$ cat config.mk
export PLATFORM = sky130hd
export DESIGN_NAME = ghost_regbank
export DESIGN_NICKNAME = d
export VERILOG_FILES = /design/src/rtl/ghost_regbank_pkg.sv /design/src/rtl/ghost_regbank_evcnt.sv /design/src/rtl/ghost_regbank.sv
export SDC_FILE = /design/constraint.sdc
export NUM_CORES = 1
export LEC_CHECK = 0
export CAP_MARGIN = 30
export CORE_MARGIN = 2
export CORE_UTILIZATION = 56
export DETAILED_ROUTE_END_ITERATION = 10
export PLACE_DENSITY = 0.85
export SLEW_MARGIN = 20
export SYNTH_ARGS = -nofsm -noshare
export SYNTH_HDL_FRONTEND = slang
export SYNTH_SLANG_ARGS = --single-unit
$ cat constraint.sdc
create_clock -name clk -period 3.1 [get_ports clk]
set_input_delay 0.465 -clock clk [delete_from_list [all_inputs] [get_ports clk]]
set_output_delay 0.465 -clock clk [all_outputs]
set_load 0.01 [all_outputs]
$ cat src/rtl/ghost_regbank_pkg.sv
// Shared constants, address-region enum and decode helpers for the ghost register bank.
package ghost_regbank_pkg;

   localparam int          READ_LATENCY = 2;
   localparam int unsigned CTRL_OFS     = 0;

   typedef enum logic [1:0] {CTRL, CNT, RAM, NONE} region_e;

   function automatic int unsigned cnt_ofs(input int unsigned nreg);
      return CTRL_OFS + nreg;
   endfunction

   // Counters sit directly after the control registers; RAM lives at its own base.
   function automatic region_e decode_region(input logic [63:0] addr,
                                             input int unsigned nreg,
                                             input int unsigned nch,
                                             input int unsigned ram_base,
                                             input int unsigned rd);
      if (addr < 64'(cnt_ofs(nreg)))
         return CTRL;
      if (addr < 64'(cnt_ofs(nreg) + nch))
         return CNT;
      if (addr >= 64'(ram_base) && addr < 64'(ram_base) + 64'(rd))
         return RAM;
      return NONE;
   endfunction

   function automatic int unsigned region_base(input region_e r,
                                               input int unsigned nreg,
                                               input int unsigned ram_base);
      case (r)
         CTRL:    return CTRL_OFS;
         CNT:     return cnt_ofs(nreg);
         RAM:     return ram_base;
         default: return 0;
      endcase
   endfunction

endpackage

$ cat src/rtl/ghost_regbank_evcnt.sv
// Saturating event counter with clear-on-read; an event during the clear leaves it at 1.
module ghost_evcnt
   import ghost_regbank_pkg::*;
#(
   parameter int GW = 8
) (
   input  logic          clk,
   input  logic          rst_n,
   input  logic          ev,
   input  logic          clr,
   output logic [GW-1:0] count
);

   localparam logic [GW-1:0] MAX = '1;

   always_ff @(posedge clk or negedge rst_n) begin
      if (!rst_n)
         count <= '0;
      else if (clr)
         count <= ev ? GW'(1) : '0;
      else if (ev && count != MAX)
         count <= count + GW'(1);
   end

endmodule

$ cat src/rtl/ghost_regbank.sv
// Host-mapped bank of control registers, clear-on-read event counters and a dual-read RAM.
module ghost_regbank
   import ghost_regbank_pkg::*;
#(
   parameter int AW        = 24,
   parameter int DW        = 32,
   parameter int GW        = 8,
   parameter int NREG      = 4,
   parameter int NCH       = 2,
   parameter int RD        = 8,
   parameter int RAM_BASE  = 'h40,
   parameter int CTRL_INIT = 0
) (
   input  logic                    clk,
   input  logic                    rst_n,
   input  logic [AW-1:0]           gb_addr,
   input  logic [DW-1:0]           gb_wdata,
   input  logic                    gb_we,
   input  logic                    gb_re,
   output logic [DW-1:0]           gb_rdata,
   output logic                    gb_rvalid,
   output logic [NREG*GW-1:0]      ctrl,
   output logic [NREG-1:0]         ctrl_ws,
   output logic [NREG-1:0]         ctrl_rs,
   input  logic [NCH-1:0]          ev,
   input  logic [$clog2(RD)-1:0]   lram_addr,
   output logic [GW-1:0]           lram_data
);

   localparam int RAW = $clog2(RD);

   if (GW > DW) begin : g_chk_gw
      $error("ghost_regbank: GW must not exceed DW");
   end
   if ((RD & (RD - 1)) != 0) begin : g_chk_rd
      $error("ghost_regbank: RD must be a power of two");
   end
   if ((RAM_BASE % RD) != 0) begin : g_chk_base
      $error("ghost_regbank: RAM_BASE must be RD-aligned");
   end
   if (DW > GW) begin : g_unused
      logic unused_wdata;
      assign unused_wdata = ^gb_wdata[DW-1:GW];
   end

   logic [GW-1:0]  ctrl_q  [NREG];
   logic [GW-1:0]  cnt_val [NCH];
   logic [NCH-1:0] cnt_clr;
   logic [GW-1:0]  ram_mem [RD];

   logic [63:0]    addr_ext;
   region_e        region;
   logic [31:0]    idx;
   logic [RAW-1:0] ram_idx;
   logic [DW-1:0]  rd_mux;

   always_comb begin
      addr_ext = 64'(gb_addr);
      region   = decode_region(addr_ext, NREG, NCH, RAM_BASE, RD);
      idx      = 32'(addr_ext - 64'(region_base(region, NREG, RAM_BASE)));
      ram_idx  = idx[RAW-1:0];
   end

   // Read data is taken from the pre-edge state, giving read-before-write on collisions.
   always_comb begin
      rd_mux = '0;
      case (region)
         CTRL:
            for (int i = 0; i < NREG; i++)
               if (idx == 32'(i))
                  rd_mux = DW'(ctrl_q[i]);
         CNT:
            for (int c = 0; c < NCH; c++)
               if (idx == 32'(c))
                  rd_mux = DW'(cnt_val[c]);
         RAM:
            rd_mux = DW'(ram_mem[ram_idx]);
         default: ;
      endcase
   end

   always_comb begin
      cnt_clr = '0;
      for (int c = 0; c < NCH; c++)
         if (gb_re && region == CNT && idx == 32'(c))
            cnt_clr[c] = 1'b1;
   end

   always_ff @(posedge clk or negedge rst_n) begin
      if (!rst_n) begin
         for (int i = 0; i < NREG; i++)
            ctrl_q[i] <= GW'(CTRL_INIT);
         ctrl_ws <= '0;
         ctrl_rs <= '0;
      end else begin
         ctrl_ws <= '0;
         ctrl_rs <= '0;
         for (int i = 0; i < NREG; i++) begin
            if (gb_we && region == CTRL && idx == 32'(i)) begin
               ctrl_q[i]  <= gb_wdata[GW-1:0];
               ctrl_ws[i] <= 1'b1;
            end
            if (gb_re && region == CTRL && idx == 32'(i))
               ctrl_rs[i] <= 1'b1;
         end
      end
   end

   for (genvar i = 0; i < NREG; i++) begin : g_ctrl
      assign ctrl[i*GW +: GW] = ctrl_q[i];
   end

   for (genvar c = 0; c < NCH; c++) begin : g_cnt
      ghost_evcnt #(.GW(GW)) u_evcnt (
         .clk   (clk),
         .rst_n (rst_n),
         .ev    (ev[c]),
         .clr   (cnt_clr[c]),
         .count (cnt_val[c])
      );
   end

   // RAM contents deliberately survive reset.
   always_ff @(posedge clk) begin
      if (gb_we && region == RAM)
         ram_mem[ram_idx] <= gb_wdata[GW-1:0];
   end

   always_ff @(posedge clk or negedge rst_n) begin
      if (!rst_n)
         lram_data <= '0;
      else
         lram_data <= ram_mem[lram_addr];
   end

   // Capture stage followed by READ_LATENCY delay stages; reset flushes anything in flight.
   logic          cap_valid;
   logic [DW-1:0] cap_data;
   logic          pipe_valid [READ_LATENCY];
   logic [DW-1:0] pipe_data  [READ_LATENCY];

   always_ff @(posedge clk or negedge rst_n) begin
      if (!rst_n) begin
         cap_valid <= 1'b0;
         cap_data  <= '0;
         for (int i = 0; i < READ_LATENCY; i++) begin
            pipe_valid[i] <= 1'b0;
            pipe_data[i]  <= '0;
         end
      end else begin
         cap_valid     <= gb_re;
         cap_data      <= gb_re ? rd_mux : '0;
         pipe_valid[0] <= cap_valid;
         pipe_data[0]  <= cap_data;
         for (int i = 1; i < READ_LATENCY; i++) begin
            pipe_valid[i] <= pipe_valid[i-1];
            pipe_data[i]  <= pipe_data[i-1];
         end
      end
   end

   assign gb_rvalid = pipe_valid[READ_LATENCY-1];
   assign gb_rdata  = pipe_data[READ_LATENCY-1];

endmodule

==> results <==
- Summed over all nets, wire length on met3 after detailed routing comes to 1.98 mm.
- The highest layer used for signal routing is met4.
- The overflow left after global routing is 0.
- Along the worst path, the maximum fanout reaches 7.
- The library cell with the largest summed area after synthesis is sky130_fd_sc_hd__dfrtp_1.
- The final layout contains 744 nets.
- The count of mapped cells out of synthesis is 504.
- The die is 118 um tall.
- Wire segments on met2 add up to 10.6 mm in the final route.
- The clock network latency to the later pin of the worst-skew pair is 0.44 ns.
- The final RePlAce weighted congestion is 0.914.
- The iteration-0 DRC count of the detailed router is 590.
- The initial antenna violation count came to 0.
- By area the synthesized netlist is led by sky130_fd_sc_hd__dfrtp_1, sky130_fd_sc_hd__edfxtp_1, sky130_fd_sc_hd__mux4_2.
- The total area inside the core boundary comes to 12600 um2.
- Counting flops with a built-in enable in the synthesized netlist gives 64.
- The detailed-route DRC error count is 0.
- The number of fillers in the final layout is 666.
- STA puts the critical path data required time at 3.40 ns.
- After clock tree synthesis, the clock-pin slew on the worst setup and hold paths is 0.07 ns.
- The routed length per instance is 25.0 um.
- The count of synthesis-stage warnings from yosys is 0.
- The synthesized netlist occupies a cell area of 7230 um2.
- The proportion of synthesized chip area in sequential cells is 58.1%.
- Summing all flip-flop and latch instances after layout gives 4200 um2.
- The final setup violation count is 44.
- For this configuration, the core starts out at a cell density of 57.3%.
- Entering global routing, the biggest net connects 48 pins.
- The wire length on met1 is 7.75 mm.
- The tool flagged a number of max-cap violations equal to 0.
- The tightest hold path in the finished design has a slack of 0.0208 ns.
- Dividing the detail-routed via count by the number of cells gives 6.30.
- After layout, the worst setup slack is -0.193 ns.
- The multi-input combinational cells in the finished layout cover a total of 3090 um2.
- The antenna violation net count after detailed routing is 0.
- In this run the power density over the cells is 517 nW/um2.
- The time the final worst path needs with I/O delays and setup is 3.29 ns.
- The highest clock rate is 304 MHz.
- The area fraction of the dominant cell type after synthesis is 31.5%.
- The number of optimization iterations in the first detailed-route pass is 7.
- Detailed routing inserted a total of 5419 vias.
- The total chip power is 5.06 mW.
- The worst-case IR drop observed on VDD is 0.000371 V.
- Of all flip-flops after synthesis, the portion carrying an async set or reset was 58.7%.
- TritonCTS built the clock tree.
- The all-layer global routing usage is 29.4%.
- The part of the cycle the worst path needs is 106%.
- The synthesized design contains 155 register bits.
- The number of global-route vias before repair was 5505.
- The arrival time at the worst endpoint is 3.59 ns.
- After floorplanning, the core was divided into 41 placement rows.
- The number of library cell types mapped by synthesis is 54.
- Of the cells placed in the final design, the portion with a size suffix greater than 1 is 37.4%.
- The count of buffers inserted at the top-level ports is 97.
- The final hold violation count is 0.
- The flow ran to the end, but the final reports show violations.
- The area added between synthesis and finish is 35.2%.
- The classification of the worst setup path is in -> reg.
- STA classifies the critical path endpoint as a flip-flop.
- The cell area reported after detailed placement is 8690 um2.
- The final reports fail on negative setup slack.
- The post-synthesis area per instance is 14.3 um2.
- The number of buffers inserted by hold repair at cts is 0.
- CTS built an H-tree with a depth of 4.
- Wires add up to 21.5 mm.
- The diode insertion count for antenna repair is 0.
- For the pin with the worst max-slew slack, the measured transition is 0.809 ns.
- The setup clock skew after layout is 0.0121 ns.
- The headroom to the max-slew limit is 45.9%.
- The HPWL reported at the end of detailed placement is 12.6 mm.
- The die outline area is 13800 um2.
- Setup repair after global routing could not meet its margin everywhere.
- The static power due to leakage is 4.06 nW.
- The finished cells cover 9780 um2.
- The most frequently used flop master after synthesis is sky130_fd_sc_hd__dfrtp_1.
- Measured along the x axis, the die boundary spans 118 um.
- Counting along the longest clock path gives a buffer depth of 2.
- Clock tree synthesis selected as its root buffer the cell sky130_fd_sc_hd__clkbuf_16.
- The worst hold path class is in -> async.
- During I/O placement, the number of pins put on the boundary was 146.
- The number of buffers created by CTS is 17.
- The max-slew violation count is 0.
- The global-route wire length before repair is 30.8 mm.
- The clock drives 155 sinks.
- The nature of the critical path startpoint is a primary input.
-- worst max-delay path, stage by stage --
cell and delay, ns:
sky130_fd_sc_hd__clkdlybuf4s15_1 0.26, sky130_fd_sc_hd__nor3_2 0.28, sky130_fd_sc_hd__and4_4 0.28, sky130_fd_sc_hd__and3_4 0.21, sky130_fd_sc_hd__and2_4 0.15, sky130_fd_sc_hd__ha_4 0.13, sky130_fd_sc_hd__nor4b_4 0.26, sky130_fd_sc_hd__buf_4 0.19
sky130_fd_sc_hd__o211ai_1 0.10, sky130_fd_sc_hd__a21o_1 0.25, sky130_fd_sc_hd__a211o_4 0.40, sky130_fd_sc_hd__o311ai_2 0.46, sky130_fd_sc_hd__o211ai_1 0.16
-- where the power goes --
part           internal [mW]  total (mW)  switching, mW  leakage, nW
sequential              2.22        2.32          0.101         1.80
clock                   1.24        2.16          0.912        0.304
combinational          0.271       0.582          0.310         1.96
-- cells in the final DEF (no fill, tap or decap), types with 3 or more instances in the layout --
cell                              synthesis  routed
sky130_fd_sc_hd__dfrtp_1                 91      91
sky130_fd_sc_hd__buf_4                   32      82
sky130_fd_sc_hd__clkdlybuf4s50_1          0      76
sky130_fd_sc_hd__edfxtp_1                64      64
sky130_fd_sc_hd__mux2_2                  55      53
sky130_fd_sc_hd__nor2_1                  43      41
sky130_fd_sc_hd__mux4_2                  33      33
sky130_fd_sc_hd__conb_1                   1      24
sky130_fd_sc_hd__clkbuf_16                0      19
sky130_fd_sc_hd__nand2_1                 18      16
sky130_fd_sc_hd__nand3_1                 14      13
sky130_fd_sc_hd__o211ai_1                 8       8
sky130_fd_sc_hd__nor3_1                  14       8
sky130_fd_sc_hd__mux2i_1                  8       8
sky130_fd_sc_hd__nand4_1                  8       8
sky130_fd_sc_hd__nor2b_1                  7       7
sky130_fd_sc_hd__a211oi_1                 8       7
sky130_fd_sc_hd__o311ai_2                 0       7
sky130_fd_sc_hd__dlymetal6s2s_1           0       7
sky130_fd_sc_hd__xor2_1                   6       6
sky130_fd_sc_hd__buf_6                    0       6
sky130_fd_sc_hd__inv_1                    5       5
sky130_fd_sc_hd__a21oi_1                  5       5
sky130_fd_sc_hd__xnor2_1                  6       5
sky130_fd_sc_hd__nor3_2                   0       4
sky130_fd_sc_hd__clkdlybuf4s15_1          0       4
sky130_fd_sc_hd__nor4b_4                  2       3
sky130_fd_sc_hd__o21ai_1                  1       3
sky130_fd_sc_hd__or3_1                    4       3
sky130_fd_sc_hd__nand2b_1                 3       3
sky130_fd_sc_hd__mux2_4                   1       3
sky130_fd_sc_hd__clkinv_2                 0       3
sky130_fd_sc_hd__inv_6                    0       3
sky130_fd_sc_hd__dlygate4sd2_1            0       3
-- worst paths after layout --
path / start / end / slack (ns) / depth (start not counted)
setup / recovery: gb_addr[5] / cap_data[5] / -0.19 / 13
hold / removal: rst_n / ctrl[31] / 0.02 / 1
setup reg to reg: g_cnt[0].u_evcnt.count[0] / g_cnt[0].u_evcnt.count[5] / 1.25 / 7
hold reg to reg: pipe_data[35] / gb_rdata[3] / 0.35 / 0
max in group asynchronous: rst_n / gb_rdata[5] / 2.38 / 2
min in group clk: pipe_data[35] / gb_rdata[3] / 0.35 / 0
-- metal layers --
layer	up-vias	GRT usage, %
li1	2218	-
met1	2696	35.8
met2	406	49.9
met3	99	7.75
met4	0	12.5
met5	-	0
-- kinds of logic (layout without fill, tap and decap cells) --
kind of cell | Yosys count | count (layout) | share of synthesized area [%]
multiplexers | 97 | 97 | 20.2
AND/OR/NAND/NOR | 131 | 131 | 9.99
buffers and inverters | 59 | 220 | 4.74
other | 1 | 24 | 0.0519
XOR/XNOR | 12 | 12 | 1.45
AO/OA/AOI/OAI | 45 | 45 | 4.81
flip-flops | 155 | 155 | 58.1
adder cells (fa/ha/maj) | 4 | 4 | 0.692
-- layout make-up --
cell class / count / share of cell area, %
sequential: 155 / 43.0
timing repair buffer: 183 / 16.8
clock buffer: 20 / 5.00
tap: 172 / 2.20
inverter: 5 / 0.192
multi-input combinational: 313 / 31.6
clock inverter: 12 / 1.29
-- registers in the layout, indices dropped and copies added, names as in the netlist --
name / cells
ram_mem: 64
ctrl: 32
g_cnt.u_evcnt.count: 16
cap_data: 8
gb_rdata: 8
lram_data: 8
pipe_data: 8
ctrl_rs: 4
ctrl_ws: 4
cap_valid: 1
gb_rvalid: 1
pipe_valid: 1
-- through the flow --
stage               setup slack, ns  setup TNS (ns)  instances  util, %
global placement             -0.743          -40.67        797     68.8
CTS                         0.00819               0        853     76.2
detailed placement           -0.874          -49.12        797     68.8
floorplan                    -0.323           -2.23        527        -
global route                 -0.262           -7.00        860     77.5
finish                       -0.193           -2.88        860     77.5
-- repair_timing --
action | CTS | global route
cloned | 0 | 0
buffers inserted | 24 | 12
resized for setup | 48 | 31
pin swaps | 20 | 18
endpoints found under the setup margin | 57 | 60
-- cells in the mapped netlist, types with 2 or more instances --
cell / n
sky130_fd_sc_hd__xor2_1: 6
sky130_fd_sc_hd__a21oi_1: 5
sky130_fd_sc_hd__o311ai_0: 5
sky130_fd_sc_hd__a21o_1: 2
sky130_fd_sc_hd__o311ai_1: 2
sky130_fd_sc_hd__mux2i_1: 8
sky130_fd_sc_hd__o211ai_1: 8
sky130_fd_sc_hd__a211oi_1: 8
sky130_fd_sc_hd__buf_4: 32
sky130_fd_sc_hd__dfrtp_1: 91
sky130_fd_sc_hd__nand3_1: 14
sky130_fd_sc_hd__buf_1: 6
sky130_fd_sc_hd__xnor2_1: 6
sky130_fd_sc_hd__nand2b_1: 3
sky130_fd_sc_hd__clkbuf_1: 15
sky130_fd_sc_hd__nor4b_4: 2
sky130_fd_sc_hd__mux2_2: 55
sky130_fd_sc_hd__or3_1: 4
sky130_fd_sc_hd__nand4_2: 2
sky130_fd_sc_hd__nand2_1: 18
sky130_fd_sc_hd__ha_1: 4
sky130_fd_sc_hd__o21ai_0: 2
sky130_fd_sc_hd__nor3_1: 14
sky130_fd_sc_hd__mux4_2: 33
sky130_fd_sc_hd__nor4_1: 4
sky130_fd_sc_hd__o31a_1: 2
sky130_fd_sc_hd__o2111ai_1: 2
sky130_fd_sc_hd__nand4b_2: 2
sky130_fd_sc_hd__nor2b_1: 7
sky130_fd_sc_hd__nand4_1: 8
sky130_fd_sc_hd__o31ai_1: 2
sky130_fd_sc_hd__nor2_1: 43
sky130_fd_sc_hd__edfxtp_1: 64
sky130_fd_sc_hd__inv_1: 5
Power figures use the tool's default switching activity.
